$ cat src/rtl/mem_responder.sv
// Backing-memory responder for the cache controller m2s bus.
// Programmable read/write wait states, one-cycle ack/err pulse.
module mem_responder #(
  parameter int ADDR_W  = 8,
  parameter int DATA_W  = 8,
  parameter int DEPTH   = 200,
  parameter int RD_WAIT = 2,
  parameter int WR_WAIT = 1
) (
  input  logic              clk,
  input  logic              rst,
  input  logic              cyc_m2s_i,
  input  logic              we_m2s_i,
  input  logic [ADDR_W-1:0] adr_m2s_i,
  input  logic [DATA_W-1:0] dat_m2s_i,
  output logic [DATA_W-1:0] dat_mem_o,
  output logic              ack_mem_o,
  output logic              err_mem_o
);

  localparam logic [1:0] S_IDLE = 2'd0;
  localparam logic [1:0] S_WAIT = 2'd1;
  localparam logic [1:0] S_RESP = 2'd2;

  logic [1:0]        r_state;
  logic [3:0]        r_cnt;
  logic              r_we;
  logic [ADDR_W-1:0] r_adr;
  logic [DATA_W-1:0] r_dat;
  logic [DATA_W-1:0] r_mem [DEPTH];

  logic              w_idle;
  logic [3:0]        w_load;
  logic              w_commit;
  logic              w_we;
  logic [ADDR_W-1:0] w_adr;
  logic [DATA_W-1:0] w_dat;
  logic              w_inr;
  logic [DATA_W-1:0] w_rdata;

  // Commit happens on the edge that enters RESP; a zero-wait
  // request commits straight from IDLE using the live inputs.
  always_comb begin
    w_idle   = (r_state == S_IDLE);
    w_load   = we_m2s_i ? 4'(WR_WAIT) : 4'(RD_WAIT);
    w_commit = (w_idle && cyc_m2s_i && (w_load == 4'd0))
            || ((r_state == S_WAIT) && cyc_m2s_i
                && (r_cnt == 4'd1));
    w_we     = w_idle ? we_m2s_i  : r_we;
    w_adr    = w_idle ? adr_m2s_i : r_adr;
    w_dat    = w_idle ? dat_m2s_i : r_dat;
    w_inr    = (32'(w_adr) < 32'(DEPTH));
    w_rdata  = '0;
    if (w_inr) begin
      w_rdata = r_mem[w_adr];
    end
  end

  // Array write; contents survive reset, held off while in reset.
  always_ff @(posedge clk) begin
    if (rst && w_commit && w_we && w_inr) begin
      r_mem[w_adr] <= w_dat;
    end
  end

  // Request FSM, wait counter and registered response outputs.
  always_ff @(posedge clk or negedge rst) begin
    if (!rst) begin
      r_state   <= S_IDLE;
      r_cnt     <= '0;
      r_we      <= 1'b0;
      r_adr     <= '0;
      r_dat     <= '0;
      dat_mem_o <= '0;
      ack_mem_o <= 1'b0;
      err_mem_o <= 1'b0;
    end else begin
      ack_mem_o <= 1'b0;
      err_mem_o <= 1'b0;
      unique case (r_state)
        S_IDLE: begin
          if (cyc_m2s_i) begin
            r_we    <= we_m2s_i;
            r_adr   <= adr_m2s_i;
            r_dat   <= dat_m2s_i;
            r_cnt   <= w_load;
            r_state <= (w_load == 4'd0) ? S_RESP : S_WAIT;
          end
        end
        S_WAIT: begin
          if (!cyc_m2s_i) begin
            r_state <= S_IDLE;
            r_cnt   <= '0;
          end else if (r_cnt == 4'd1) begin
            r_state <= S_RESP;
            r_cnt   <= '0;
          end else begin
            r_cnt   <= r_cnt - 4'd1;
          end
        end
        S_RESP: begin
          r_state <= S_IDLE;
          r_cnt   <= '0;
        end
        default: begin
          r_state <= S_IDLE;
          r_cnt   <= '0;
        end
      endcase
      if (w_commit) begin
        ack_mem_o <= w_inr;
        err_mem_o <= !w_inr;
        if (!w_inr) begin
          dat_mem_o <= '0;
        end else if (w_we) begin
          dat_mem_o <= w_dat;
        end else begin
          dat_mem_o <= w_rdata;
        end
      end
    end
  end

endmodule

$ cat config.mk
export PLATFORM = sky130hd
export DESIGN_NAME = mem_responder
export DESIGN_NICKNAME = d
export VERILOG_FILES = /design/src/rtl/mem_responder.sv
export SDC_FILE = /design/constraint.sdc
export NUM_CORES = 2
export LEC_CHECK = 0
export BUFFER_PORTS_ARGS = -buffer_cell sky130_fd_sc_hd__buf_2
export CAP_MARGIN = 10
export CORE_MARGIN = 1.5
export CORE_UTILIZATION = 45
export DETAILED_ROUTE_END_ITERATION = 10
export PLACE_DENSITY = 0.69
export SYNTH_ARGS = -nofsm -noshare
export SYNTH_HDL_FRONTEND = slang
export SYNTH_SLANG_ARGS = --single-unit
$ cat constraint.sdc
create_clock -name clk -period 5.2 [get_ports clk]
set_clock_uncertainty 0.2 [all_clocks]
set_input_delay 0.26 -clock clk [delete_from_list [all_inputs] [get_ports clk]]
set_output_delay 0.26 -clock clk [all_outputs]
set_load 0.01 [all_outputs]
Word level (Yosys, flattened, before mapping)

Memory sizes are Yosys's and may differ from the RTL's.
Index checks and enable logic that the tools add are counted.
W data, S select, Z words.

Add/sub/neg operators: 1
$lt $le $gt $ge: 1
Equality and inequality tests: 4
Mux-type cells: 19
Reduce and logical (&&, ||, !) cells: 13

Operators with widths:

| cell                  | count |
|---|---|
| $mux W8               | 4 |
| $mux W4               | 3 |
| $mux W2               | 5 |
| $lt A8 B8 Y1 const B  | 1 |
| $pmux W4 S2           | 1 |
| $logic_and A1 B1 Y1   | 7 |
| $mux W1               | 5 |
| $eq A4 B1 Y1 const B  | 1 |
| $logic_not A4 Y1      | 1 |
| $pmux W2 S2           | 1 |
| $reduce_and A2 Y1     | 2 |
| $sub A4 B1 Y4 const B | 1 |
| $ne A3 B2 Y1 const B  | 1 |
| $eq A2 B1 Y1 const B  | 1 |
| $logic_not A2 Y1      | 1 |
| $ne A2 B2 Y1 const B  | 1 |
| $logic_not A1 Y1      | 1 |
| $logic_or A1 B1 Y1    | 1 |

Bits in registers: 33
Memory bits (writable): 1,600
Input bits: 20
Output and inout port bits: 10
Word-level logic and storage cells: 47
Memories kept: 1

Memory list:

| memory | words | width | read ports | clocked after Yosys merged registers in | wr ports | line | text |
|---|---|---|---|---|---|---|---|
| r_mem  | 200   | 8     | 1          | 0                                       | 1        | 30   | `logic [DATA_W-1:0] r_mem [DEPTH];` |

Logic depth before layout (Yosys ltp)

Depth after elaboration: 9
Gate-level depth with buffers: 14
Gate-level depth less buffers: 11

Worst setup path before layout

No wires, ideal clock.

Path type: register to register
Start: reg r_state[0]
End: mem r_mem[0][0], data pin
Library setup time: 0.690 ns
Arrival time: 3.769 ns
Required time: 4.310 ns
Slack: 0.541 ns
Cell stages (with the launch flop): 7
Buffers on the path: 3
Clock period less this slack: 4.659 ns
Cell sequence: dfrtp_1 -> buf_2 -> nor2_1 -> clkbuf_1 -> clkbuf_1 -> nand2_1 -> nand2_1

Longest elaborated chain between the ends: 2

Ends and longest elaborated chain:

| item                   | line | text |
|---|---|---|
| start, declared        | 25   | `logic [1:0] r_state;` |
| start signal, assigned | 87   | `r_state <= (w_load == 4'd0) ? S_RESP : S_WAIT;` |
| $logic_not A2 Y1       | 44   | `w_idle = (r_state == S_IDLE);` |
| $mux W8                | 51   | `w_dat = w_idle ? dat_m2s_i : r_dat;` |
| via w_dat[0]           | 37   | `logic [DATA_W-1:0] w_dat;` |
| end, declared          | 30   |  |

The timed path passes the listed nets, and every way through them passes these cells.

Worst setup path after layout

Start: reg r_state[1]
End: reg dat_mem_o[1]

Longest elaborated chain between the ends: 5
Elaborated cells on any way between the ends: 14
Those cells by class: order compare (1); eq/ne (1); mux (5); reduce/logical (6); memory (1)

Ends and longest elaborated chain:

| item                 | line | text |
|---|---|---|
| $logic_not A2 Y1     | 44   |  |
| $mux W8              | 50   | `w_adr = w_idle ? adr_m2s_i : r_adr;` |
| $mem_v2 Z200 W8      | -    |  |
| $mux W8              | 115  | `end else if (w_we) begin` |
| $mux W8              | 113  | `if (!w_inr) begin` |
| end signal, assigned | 116  | `dat_mem_o <= w_dat;` |
| end signal, assigned | 118  | `dat_mem_o <= w_rdata;` |
| end, declared        | 16   | `output logic [DATA_W-1:0] dat_mem_o,` |

Several ways; a longest one is shown, not always the timed one.
A chain may end at the register's enable or synchronous reset.

==> results.md <==
- Peak VDD IR: 0.4468 mV
- Synth Area in Compound Gates: 10.21%
- Pwr/cell area: 523.6 mW/mm^2
- Relative slew slack: 23.64%
- Sequential element share of the synthesized area: 80.88%
- Row count: 134
- Yosys top cell area share: 79.51%
- Root Buffer: clkbuf_16
- Layout cell share with drive strength beyond 1: 16.37%
- Worst Hold Path Cells: 3
- Pin slew with the least headroom to its limit: 1.131 ns
- Crit end category: flop
- Adder-cell share of the synthesized area: 0.04141%
- Post-synthesis register bit count: 1633
- Primary FF master, synth: edfxtp_1
- Type of origin of the critical path: flop
- Port Buf Inserts: 29
- HPWL after DPL: 105700 um
- CTS tree: yes
- Postcts setup bufs: 0
- WP depth: 11
- Largest net degree at the start of global routing: 202
- H-tree depth: 4
- Final setup viols: 0
- Syn Nets: 3691
- RSZ-0062 raised after global routing: no
- Crit path max fanout: 30
- Antenna Nets Post-Route: 0
- Mux cell area share after synthesis: 0.5280%
- Die width: 369.4 um
- Starting Density: 45.33%
- I/O pin count: 30
- Top cell type by total area after synthesis: edfxtp_1
- Fin. Hold Viols: 0
- Sum of negative setup slack: 0 ns
- Final period util: 93.51%
- DR vias: 38150
- Arrival time at the worst endpoint: 5.31 ns
- Largest family of logic cells by synthesized area: compound AO/OA/AOI/OAI gates
- Synth cell types: 49
- Initial antenna violation count: 5
- First-pass GRT wire length: 253700 um
- Remaining Overflow, GRT: 0
- Ys async rst share: 2.021%
- Die Footprint: 0.1365 mm^2
- Slowest cell on crit path: a21oi_1
- Die Ht: 369.4 um
- Crit path max-delay family: simple AND/OR/NAND/NOR gates
- Gate Count Post-Synth: 3669
- WS Path Type: flop to flop
- CTS Buf Count: 158
- GPL Wtd Cong: 0.8984
- Number of synthesized flops with an enable pin: 1600
- Drt first pass iters: 6
- Synth top area cells: edfxtp_1, o22ai_1, nor3_1
- Fin util: 52.69%
- Sinks on the clock net: 1633
- Vias in the first global route: 36480
- Mean Syn Cell Area: 16.47 um^2
- Synthesized area: 0.06043 mm^2
- DRC: 0
- Total track usage: 25.39%
- Post-Synth Simple-Gate Area: 6.268%
- Minimum clock period after layout: 4.863 ns
- # Max-Cap Violations: 0
- Fmax achieved: 0.2056 GHz
- Crit-path cells: or2_4 > mux2_2 > nand2_2 > buf_4 > buf_4 > nor3_1 > nor4_1 > a21oi_1 > a21oi_1 > nor4_1 > a221o_1
- Post-DR wirelength/cell: 29.96 um
- Max Slew Vio Count: 0
- Post-Synth XOR/XNOR Area: 0%
- Tightest Hold Check Type: input port to flop
- WP data required: 5.64 ns
- Inserted Diodes: 0
- Critical path's largest stage delay: 0.57 ns
- 1st-iter DRT viols: 5924
- Nets: 4009
- Reg2Reg Depth: 11
- Leakage Power: 22.14 nW
- Status: complete, no violations
- Worst skew pair latency: 0.77 ns
- Area grow syn2layout: 16.22%
- Final wirelength: 176100 um
- Reg clk slew, reported paths: 0.06 ns
- Max Buffers Root-to-Sink: 3
- Bufs and invs on worst path: 2
- Ys Warns: 0
- Post-DR vias/cell: 6.487
- Core area: 0.1333 mm^2
[synthesized netlist by cell type (11+ instances only)]
| cell | n |
|---|---|
| buf_1 | 13 |
| clkbuf_1 | 108 |
| nor4_1 | 56 |
| mux2_2 | 22 |
| o41ai_1 | 18 |
| dfrtp_1 | 33 |
| edfxtp_1 | 1600 |
| a21oi_1 | 36 |
| nand2_1 | 83 |
| nand3_1 | 16 |
| o31ai_1 | 23 |
| a221o_1 | 41 |
| nor2_1 | 217 |
| a221oi_1 | 49 |
| o21ai_0 | 11 |
| a22oi_1 | 19 |
| buf_2 | 134 |
| nor3_1 | 402 |
| o22ai_1 | 696 |
[placed cells by master (no fill, tap or decap), types with 7 or more instances in the layout]
cell,count
dlygate4sd3_1,20
nand2_1,65
clkinv_1,29
nand4_1,8
buf_12,29
clkbuf_16,162
bufinv_16,15
a221oi_1,49
nor4_1,56
o21ai_0,10
dfrtp_1,33
buf_2,30
a221o_1,41
o22ai_1,696
edfxtp_1,1600
nand3_1,16
o41ai_1,18
a22oi_1,19
clkinv_2,22
mux2_2,18
nor3_1,402
clkbuf_1,39
nor2_1,217
a21oi_1,36
o31ai_1,22
nand2_2,10
buf_4,346
nand2b_1,7
nand2_4,8
[worst register-to-register path: stages, from the launching register on]
cell and delay [ns]:
dfrtp_1 0.51, or2_4 0.54, mux2_2 0.58, nand2_2 0.42, buf_4 0.39, buf_4 0.24
nor3_1 0.08, nor4_1 0.48, a21oi_1 0.24, a21oi_1 0.57, nor4_1 0.15, a221o_1 0.32
[kinds of logic after synthesis]
logic type                 count (synthesis)
DFF                                     1633
AOI/OAI and AO/OA                        926
and+or+nand+nor                          807
buffers and inverters                    273
muxes                                     28
adders and majority gates                  2
[state kept, by name, summed over array words and instances (netlist names)]
signal and flops:
r_state 2, r_cnt 4, ack_mem_o 1, r_we 1, r_adr 8, r_dat 8, err_mem_o 1, dat_mem_o 8
r_mem 1600
[stage by stage]
stage | std cells | setup WS, ns | power, mW | area [um^2] | hold WS (ns)
final | 5880 | 0.3373 | 36.77 | 70220 | 0.09174
after global routing | 5880 | 0.2135 | 37.59 | 70220 | 0.08355
after CTS | 5879 | 0.3954 | 36.53 | 70220 | 0.04569
after detailed placement | 5574 | 0.4605 | 25.39 | 64930 | 0.1449
after global placement | 5574 | 0.5101 | 25.33 | 64930 | 0.1479
after floorplan | 3669 | 0.5411 | 21.31 | 60430 | -0.2356
[cell type report]
cell class              instances  area, um^2
fillers                     10380       63070
flip-flops and latches       1633       48870
multi-input cells            1763       10500
clock buffers                 203        4228
repair buffers                425        3528
well taps                    1768        2212
clock inverters                82       863.3
inverters                       6       22.52
[metal layers]
layer	up-vias	routed length [um]	track usage, %	share of wire [%]
met1	19030	65570	34.91	37
met5	-	45	0	0.026
li1	15800	-	-	-
met2	2843	80910	38.71	46
met3	466	21670	6.246	12
met4	6	7940	10.70	4.5
[repair_timing]
item	4_1_cts	5_1_grt
hold buffers	20	0
endpoints found under the hold margin	59	0
gates resized for setup	0	0
[path summary, 6_finish.rpt]
kind / slack, ns / to / start
min in group asynchronous: 0.44 / r_dat[0]$_DFFE_PN0P_ / rst
worst max-delay path: 0.34 / dat_mem_o[1]$_DFFE_PN0P_ / r_state[1]$_DFFE_PN0P_
worst min-delay path: 0.09 / r_dat[2]$_DFFE_PN0P_ / dat_m2s_i[2]
worst min register to register: 0.31 / r_dat[3]$_DFFE_PN0P_ / r_dat[3]$_DFFE_PN0P_
worst max register to register: 0.34 / dat_mem_o[1]$_DFFE_PN0P_ / r_state[1]$_DFFE_PN0P_
max in group asynchronous: 3.99 / dat_mem_o[4]$_DFFE_PN0P_ / rst
[power breakdown]
part	switching (mW)	total [mW]	internal, mW
logic	6.99	9.37	2.37
registers	0.126	16.1	16.0
clock network	4.82	11.3	6.51
Power figures use the tool's default switching activity.
